## config.mk

```make
export PLATFORM = sky130hd
export DESIGN_NAME = cpu_alu_ctrl
export DESIGN_NICKNAME = d
export VERILOG_FILES = /design/src/rtl/cpu_pkg.sv /design/src/rtl/cpu_regfile.sv /design/src/rtl/cpu_alu_ctrl.sv
export SDC_FILE = /design/constraint.sdc
export NUM_CORES = 1
export LEC_CHECK = 0
export CAP_MARGIN = 10
export CORE_MARGIN = 5
export CORE_UTILIZATION = 56
export CTS_CLUSTER_SIZE = 28
export DETAILED_ROUTE_END_ITERATION = 7
export PLACE_DENSITY_LB_ADDON = 0.05
export SYNTH_ARGS = -nofsm -noshare
export SYNTH_HDL_FRONTEND = slang
export SYNTH_SLANG_ARGS = --single-unit
export TNS_END_PERCENT = 5
```

## constraint.sdc

```tcl
create_clock -name clk -period 2.3 [get_ports clk]
set_input_delay 0.46 -clock clk [delete_from_list [all_inputs] [get_ports clk]]
set_output_delay 0.46 -clock clk [all_outputs]
set_load 0.01 [all_outputs]
```

## src/rtl/cpu_pkg.sv

```systemverilog
// Shared types and constants for the small ALU-controller CPU slice:
// opcode encoding, external ALU select codes, FSM states and carry policy.
package cpu_pkg;

    // Datapath geometry
    localparam int DATA_W   = 8;
    localparam int NUM_REGS = 4;
    localparam int REG_AW   = 2;

    // Instruction opcodes, taken from instr[7:5]
    typedef enum logic [2:0] {
        OP_ADD = 3'b000,
        OP_AND = 3'b001,
        OP_SUB = 3'b010,
        OP_INC = 3'b011,
        OP_ADC = 3'b100,
        OP_SBB = 3'b101,
        OP_MOV = 3'b110,
        OP_LDI = 3'b111
    } opcode_e;

    // External ALU select codes
    localparam logic [4:0] ALU_SEL_ADD    = 5'b00000;  // a + b
    localparam logic [4:0] ALU_SEL_AND    = 5'b00001;  // a & b
    localparam logic [4:0] ALU_SEL_SUB    = 5'b01100;  // a - b
    localparam logic [4:0] ALU_SEL_INC    = 5'b10100;  // a + 1
    localparam logic [4:0] ALU_SEL_ADC    = 5'b00100;  // a + b + 1
    localparam logic [4:0] ALU_SEL_SBB    = 5'b01000;  // a - b - 1
    localparam logic [4:0] ALU_SEL_PASS_B = 5'b00011;  // b
    localparam logic [4:0] ALU_SEL_IDLE   = 5'b00010;  // parked select outside EXEC

    // Controller FSM states
    typedef enum logic [1:0] {
        ST_IDLE = 2'b00,  // waiting for an opcode byte
        ST_IMM  = 2'b01,  // waiting for the LDI immediate byte
        ST_EXEC = 2'b10,  // ALU operands driven, result written at the end
        ST_WB   = 2'b11   // completion pulse
    } state_e;

    // How an instruction treats the carry flag
    typedef enum logic [1:0] {
        CF_FROM_ALU = 2'b00,
        CF_CLEAR    = 2'b01,
        CF_HOLD     = 2'b10
    } carry_upd_e;

    // ALU select for an opcode; ADC/SBB fold the current carry into the select.
    function automatic logic [4:0] alu_sel_of(input opcode_e op, input logic carry);
        logic [4:0] sel;
        sel = ALU_SEL_IDLE;
        unique case (op)
            OP_ADD:  sel = ALU_SEL_ADD;
            OP_AND:  sel = ALU_SEL_AND;
            OP_SUB:  sel = ALU_SEL_SUB;
            OP_INC:  sel = ALU_SEL_INC;
            OP_ADC:  sel = carry ? ALU_SEL_ADC : ALU_SEL_ADD;
            OP_SBB:  sel = carry ? ALU_SEL_SBB : ALU_SEL_SUB;
            OP_MOV:  sel = ALU_SEL_PASS_B;
            OP_LDI:  sel = ALU_SEL_PASS_B;
            default: sel = ALU_SEL_IDLE;
        endcase
        return sel;
    endfunction

    // Carry-flag policy for an opcode.
    function automatic carry_upd_e carry_upd_of(input opcode_e op);
        carry_upd_e upd;
        upd = CF_HOLD;
        unique case (op)
            OP_ADD, OP_SUB, OP_INC, OP_ADC, OP_SBB: upd = CF_FROM_ALU;
            OP_AND:                                 upd = CF_CLEAR;
            default:                                upd = CF_HOLD;
        endcase
        return upd;
    endfunction

endpackage

```

## src/rtl/cpu_regfile.sv

```systemverilog
// Four 8-bit registers: two combinational operand read ports, one debug
// read port and a single synchronous write port.
module cpu_regfile
    import cpu_pkg::*;
(
    input  logic              clk,
    input  logic              rst_n,
    input  logic              we_i,
    input  logic [REG_AW-1:0] waddr_i,
    input  logic [DATA_W-1:0] wdata_i,
    input  logic [REG_AW-1:0] raddr_a_i,
    output logic [DATA_W-1:0] rdata_a_o,
    input  logic [REG_AW-1:0] raddr_b_i,
    output logic [DATA_W-1:0] rdata_b_o,
    input  logic [REG_AW-1:0] dbg_addr_i,
    output logic [DATA_W-1:0] dbg_data_o
);

    logic [DATA_W-1:0] regs_q [NUM_REGS];

    // Register storage: cleared by reset, one write per cycle.
    // NOTE: this array is small flops, not a RAM macro, so it is reset like any
    // other state; reset software must see all-zero registers.
    always_ff @(posedge clk or negedge rst_n) begin
        if (!rst_n) begin
            for (int i = 0; i < NUM_REGS; i++) begin
                // NOTE: non-blocking so every flop samples pre-edge values.
                regs_q[i] <= '0;
            end
        end else if (we_i) begin
            regs_q[waddr_i] <= wdata_i;
        end
    end

    // Reads see the stored value, so rd==rs both get the pre-write value.
    assign rdata_a_o  = regs_q[raddr_a_i];
    assign rdata_b_o  = regs_q[raddr_b_i];
    assign dbg_data_o = regs_q[dbg_addr_i];

endmodule

```

## src/rtl/cpu_alu_ctrl.sv

```systemverilog
// Byte-serial instruction controller driving an external ALU. Opcode byte
// (plus an immediate byte for LDI) -> one EXEC cycle -> one WB done pulse.
module cpu_alu_ctrl
    import cpu_pkg::*;
(
    input  logic              clk,
    input  logic              rst_n,
    input  logic [DATA_W-1:0] instr,
    input  logic              instr_valid,
    output logic              instr_ready,
    output logic [DATA_W-1:0] alu_a,
    output logic [DATA_W-1:0] alu_b,
    output logic [4:0]        alu_sel,
    input  logic [DATA_W-1:0] alu_z,
    input  logic              alu_cout,
    output logic              done,
    output logic              flag_c,
    output logic              flag_z,
    input  logic [REG_AW-1:0] dbg_sel,
    output logic [DATA_W-1:0] dbg_data
);

    state_e            state_q, state_d;
    opcode_e           op_q, op_d;
    logic [REG_AW-1:0] rd_q, rd_d;
    logic [REG_AW-1:0] rs_q, rs_d;
    logic [DATA_W-1:0] imm_q, imm_d;
    logic              flag_c_q, flag_c_d;
    logic              flag_z_q, flag_z_d;

    logic              xfer;
    opcode_e           instr_op;
    logic              rf_we;
    logic [DATA_W-1:0] rf_rdata_a;
    logic [DATA_W-1:0] rf_rdata_b;

    assign instr_ready = (state_q == ST_IDLE) || (state_q == ST_IMM);
    assign xfer        = instr_valid && instr_ready;
    assign instr_op    = opcode_e'(instr[7:5]);
    assign done        = (state_q == ST_WB);
    assign flag_c      = flag_c_q;
    assign flag_z      = flag_z_q;

    cpu_regfile u_regfile (
        .clk        (clk),
        .rst_n      (rst_n),
        .we_i       (rf_we),
        .waddr_i    (rd_q),
        .wdata_i    (alu_z),
        .raddr_a_i  (rd_q),
        .rdata_a_o  (rf_rdata_a),
        .raddr_b_i  (rs_q),
        .rdata_b_o  (rf_rdata_b),
        .dbg_addr_i (dbg_sel),
        .dbg_data_o (dbg_data)
    );

    // Next state and byte capture from the instruction handshake.
    always_comb begin
        // NOTE: every signal gets its hold value first, so no path leaves one
        // unassigned and no latch is inferred.
        state_d = state_q;
        op_d    = op_q;
        rd_d    = rd_q;
        rs_d    = rs_q;
        imm_d   = imm_q;
        unique case (state_q)
            ST_IDLE: begin
                if (xfer) begin
                    op_d    = instr_op;
                    rd_d    = instr[4:3];
                    rs_d    = instr[2:1];
                    state_d = (instr_op == OP_LDI) ? ST_IMM : ST_EXEC;
                end
            end
            ST_IMM: begin
                if (xfer) begin
                    imm_d   = instr;
                    state_d = ST_EXEC;
                end
            end
            ST_EXEC: state_d = ST_WB;
            ST_WB:   state_d = ST_IDLE;
            default: state_d = ST_IDLE;
        endcase
    end

    // EXEC datapath: drive the ALU, write back its result and update flags.
    always_comb begin
        alu_a    = '0;
        alu_b    = '0;
        alu_sel  = ALU_SEL_IDLE;
        rf_we    = 1'b0;
        flag_c_d = flag_c_q;
        flag_z_d = flag_z_q;
        if (state_q == ST_EXEC) begin
            alu_a    = rf_rdata_a;
            alu_b    = (op_q == OP_LDI) ? imm_q : rf_rdata_b;
            // ADC/SBB see the carry from before this instruction.
            alu_sel  = alu_sel_of(op_q, flag_c_q);
            rf_we    = 1'b1;
            flag_z_d = (alu_z == '0);
            if (carry_upd_of(op_q) == CF_FROM_ALU) begin
                flag_c_d = alu_cout;
            end else if (carry_upd_of(op_q) == CF_CLEAR) begin
                flag_c_d = 1'b0;
            end
        end
    end

    // Controller state; reset aborts any instruction in flight.
    always_ff @(posedge clk or negedge rst_n) begin
        if (!rst_n) begin
            state_q  <= ST_IDLE;
            op_q     <= OP_ADD;
            rd_q     <= '0;
            rs_q     <= '0;
            imm_q    <= '0;
            flag_c_q <= 1'b0;
            flag_z_q <= 1'b0;
        end else begin
            state_q  <= state_d;
            op_q     <= op_d;
            rd_q     <= rd_d;
            rs_q     <= rs_d;
            imm_q    <= imm_d;
            flag_c_q <= flag_c_d;
            flag_z_q <= flag_z_d;
        end
    end

endmodule
```

==> impl_metrics.toml <==
[synthesis]
synth_edf_count = 0
synthArstFlopShare_pct = 100
synth_area_per_cell_um2 = 13.6
synth_compound_area_share_pct = 3.76
synth_warnings = 0
synth_top_family_by_area = "multiplexers"
synth_area_leader_cell = "dfrtp_1"
synth_area_leaders = "dfrtp_1 44%, mux2_2 18%, mux4_2 13%"
netlist_area_um2 = 2890
ys_seq_area_share_pct = 44.1
synth_cell_types = 28
syn-num-nets = 239
synthCells = 213
synth.top_cell.area_share_pct = 44.1
synth_seq_cells = 51
yosys.area_share.xor_xnor_pct = 0.303
synth_fa_ha_area_share_pct = 1.73
yosys-mux-area-fraction_pct = 37.9
yosys.area_share.simple_pct = 9.65
synth_top_flop_cell = "dfrtp_1"

[placement]
dpl_cell_area_um2 = 3620
gp_congestion = 0.851
portBuffers = 54
dpl.hpwl_mm = 5.10

[layout]
final_common_cell = "dfrtp_1"
final_cell_mix = "48 x dfrtp_1, 47 x mux2_2, 25 x clkdlybuf4s50_1"
fin_util_pct = 72.3
diodes = 0
drive_gt1_share_pct = 41.1
fin_area_um2 = 3670
syn_to_final_growth_pct = 26.9
finalNetCount = 307

[power]
switching_power_w = 0.00203
power.density_nw_per_um2 = 1490
combPwrFrac_pct = 55.8
p_seq_share_pct = 34.0
sw_frac_of_total_pct = 37.1
clkPwrFrac_pct = 10.2
p_leak_nw = 1.57
max-vdd-ir-drop_v = 0.000781
internal_power_w = 0.00343

[route]
antenna_left = 0
drtPass1Iterations = 4
wl_per_cell_um = 20.4
vias = 2059
drtIter0Drc = 132
drcViolationCount = 0
drt_wl_total_mm = 7.18
vias_per_cell = 5.85

[setup_path]
r2r_end = "u_regfile.regs_q[29]"
crit_fanout = 4
r2r.worst_path.cells = 6
cp.arrival_ps = 1830
worstPathRequired_ps = 1840
worstReg2RegStart = "state_q[0]"
worstSetupEndpointType = "primary output"
r2r_slack_ps = 540
worstSetupPathType = "reg -> out"
cp-start-kind = "flip-flop"

[outcome]
status = "finished clean"

[grt]
grt_pass1_vias = 2179
grt_remaining_overflow = 0
grt_antenna_before_repair = 0
grt_pass1_wl_mm = 11.7
grt_use_total_pct = 23.9
grt_start_max_net_pins = 24

[clock_tree]
cts.sinks = 51
clk_latency_ps = 310
htreeDepth = 2
cts_root_buffer = "clkbuf_8"
clock_path_buffers = 2
cts_hold_buf = 0
cts_buffers = 5
cts.clk_slew.worst_paths_ps = 90
cts_setup_buffers = 0
cts_tree = "built"

[timing]
fin_skew_ps = 7.67
max_freq_ghz = 0.436
relSlewSlack_pct = 65.2
setup_violations = 0
tightest_slew_ps = 523
drv_slew = 0
rsz0062_at_grt = "true"
min_period_ps = 2290
period_share_pct = 99.7
hold_viol = 0

[floorplanning]
core_area_um2 = 5070
die_area_um2 = 6700
fp.dieW_um = 81.9
die_h_um = 81.9
rows = 26
initial_core_util_pct = 57.0
io_pins = 55

[min_path]
worstHoldPathType = "in -> async"

[flow_run]
max-cap-violations = 0
==> registers in the layout (all words and copies together) (netlist names) <==
register,count
u_regfile.regs_q,32
imm_q,8
op_q,3
rd_q,2
rs_q,2
state_q,2
flag_c,1
flag_z,1
==> worst max-delay path: stages (launching register included) <==
cell           delay [ps]
dfrtp_1               370
buf_4                 160
mux4_1                560
and2_1                170
dlygate4sd2_1         280
==> synthesized netlist by cell type, drive strengths merged, types with 2 or more instances <==
cell / count
nand3b: 4
o21ai: 13
mux4: 24
inv: 5
and2: 11
nand3: 4
nand2b: 2
ha: 4
mux2: 47
buf: 7
dfrtp: 51
clkbuf: 3
a21oi: 4
nand2: 22
nor4: 2
nor2: 4
==> routing by layer <==
layer  track usage [%]  wire length [um]  vias to the layer above
met1              31.6              3060                     1056
met2              38.9              3590                       61
li1                  -                 -                      930
met4              7.81               135                        0
met5                 0                 0                        -
met3              5.59               395                       12
==> cell families (layout without fill, tap and decap cells) <==
| family | Yosys count | in the layout |
|---|---|---|
| DFF | 51 | 51 |
| adders and majority gates | 4 | 4 |
| xor gates and xnor gates | 1 | 1 |
| muxes | 71 | 71 |
| and+or+nand+nor | 51 | 51 |
| AOI/OAI and AO/OA | 20 | 20 |
| buffers and inverters | 15 | 84 |
==> how the worst max path moves through the flow <==
stage	from	endpoint	slack [ps]
after detailed placement	dbg_sel[0]	dbg_data[3]	-300
final	rd_q[0]	alu_a[0]	8
after global routing	rd_q[0]	alu_a[0]	-50
after global placement	dbg_sel[0]	dbg_data[3]	-280
after CTS	rd_q[0]	alu_a[0]	-20
after floorplan	state_q[0]	alu_b[4]	390
==> stage by stage <==
| stage | setup slack, ps | total power (W) | TNS, ps | hold slack [ps] | std cells |
|---|---|---|---|---|---|
| detailed placement | -298 | 0.00507 | -2190 | 470 | 343 |
| floorplan | 393 | 0.00368 | 0 | 164 | 213 |
| CTS | -18.9 | 0.00543 | -21.3 | 134 | 351 |
| global placement | -278 | 0.00494 | -2130 | 463 | 343 |
| finish | 7.84 | 0.00546 | 0 | 117 | 352 |
| global route | -49.2 | 0.00584 | -169 | 148 | 352 |
==> power by group through the flow <==
stage          Sequential, W  Combinational, W  Clock, W
5_1_grt              0.00191           0.00331  0.000617
3_3_place_gp         0.00179           0.00315         0
2_1_floorplan        0.00165           0.00203         0
4_1_cts              0.00182           0.00303  0.000570
3_5_place_dp         0.00184           0.00323         0
6_report             0.00185           0.00305  0.000559
==> what timing repair did <==
action / 4_1_cts / 5_1_grt
endpoints found under the setup margin: 28 / 15
resized for setup: 61 / 21
gates cloned: 0 / 1
==> layout make-up <==
class	instances	area, um2
multi-input combinational	147	1540
fill	377	1410
sequential	51	1280
timing repair buffer	71	647
clock buffer	8	100
tap	70	87.6
inverter	5	18.8
Note: power is estimated with default switching activity, not from simulation.
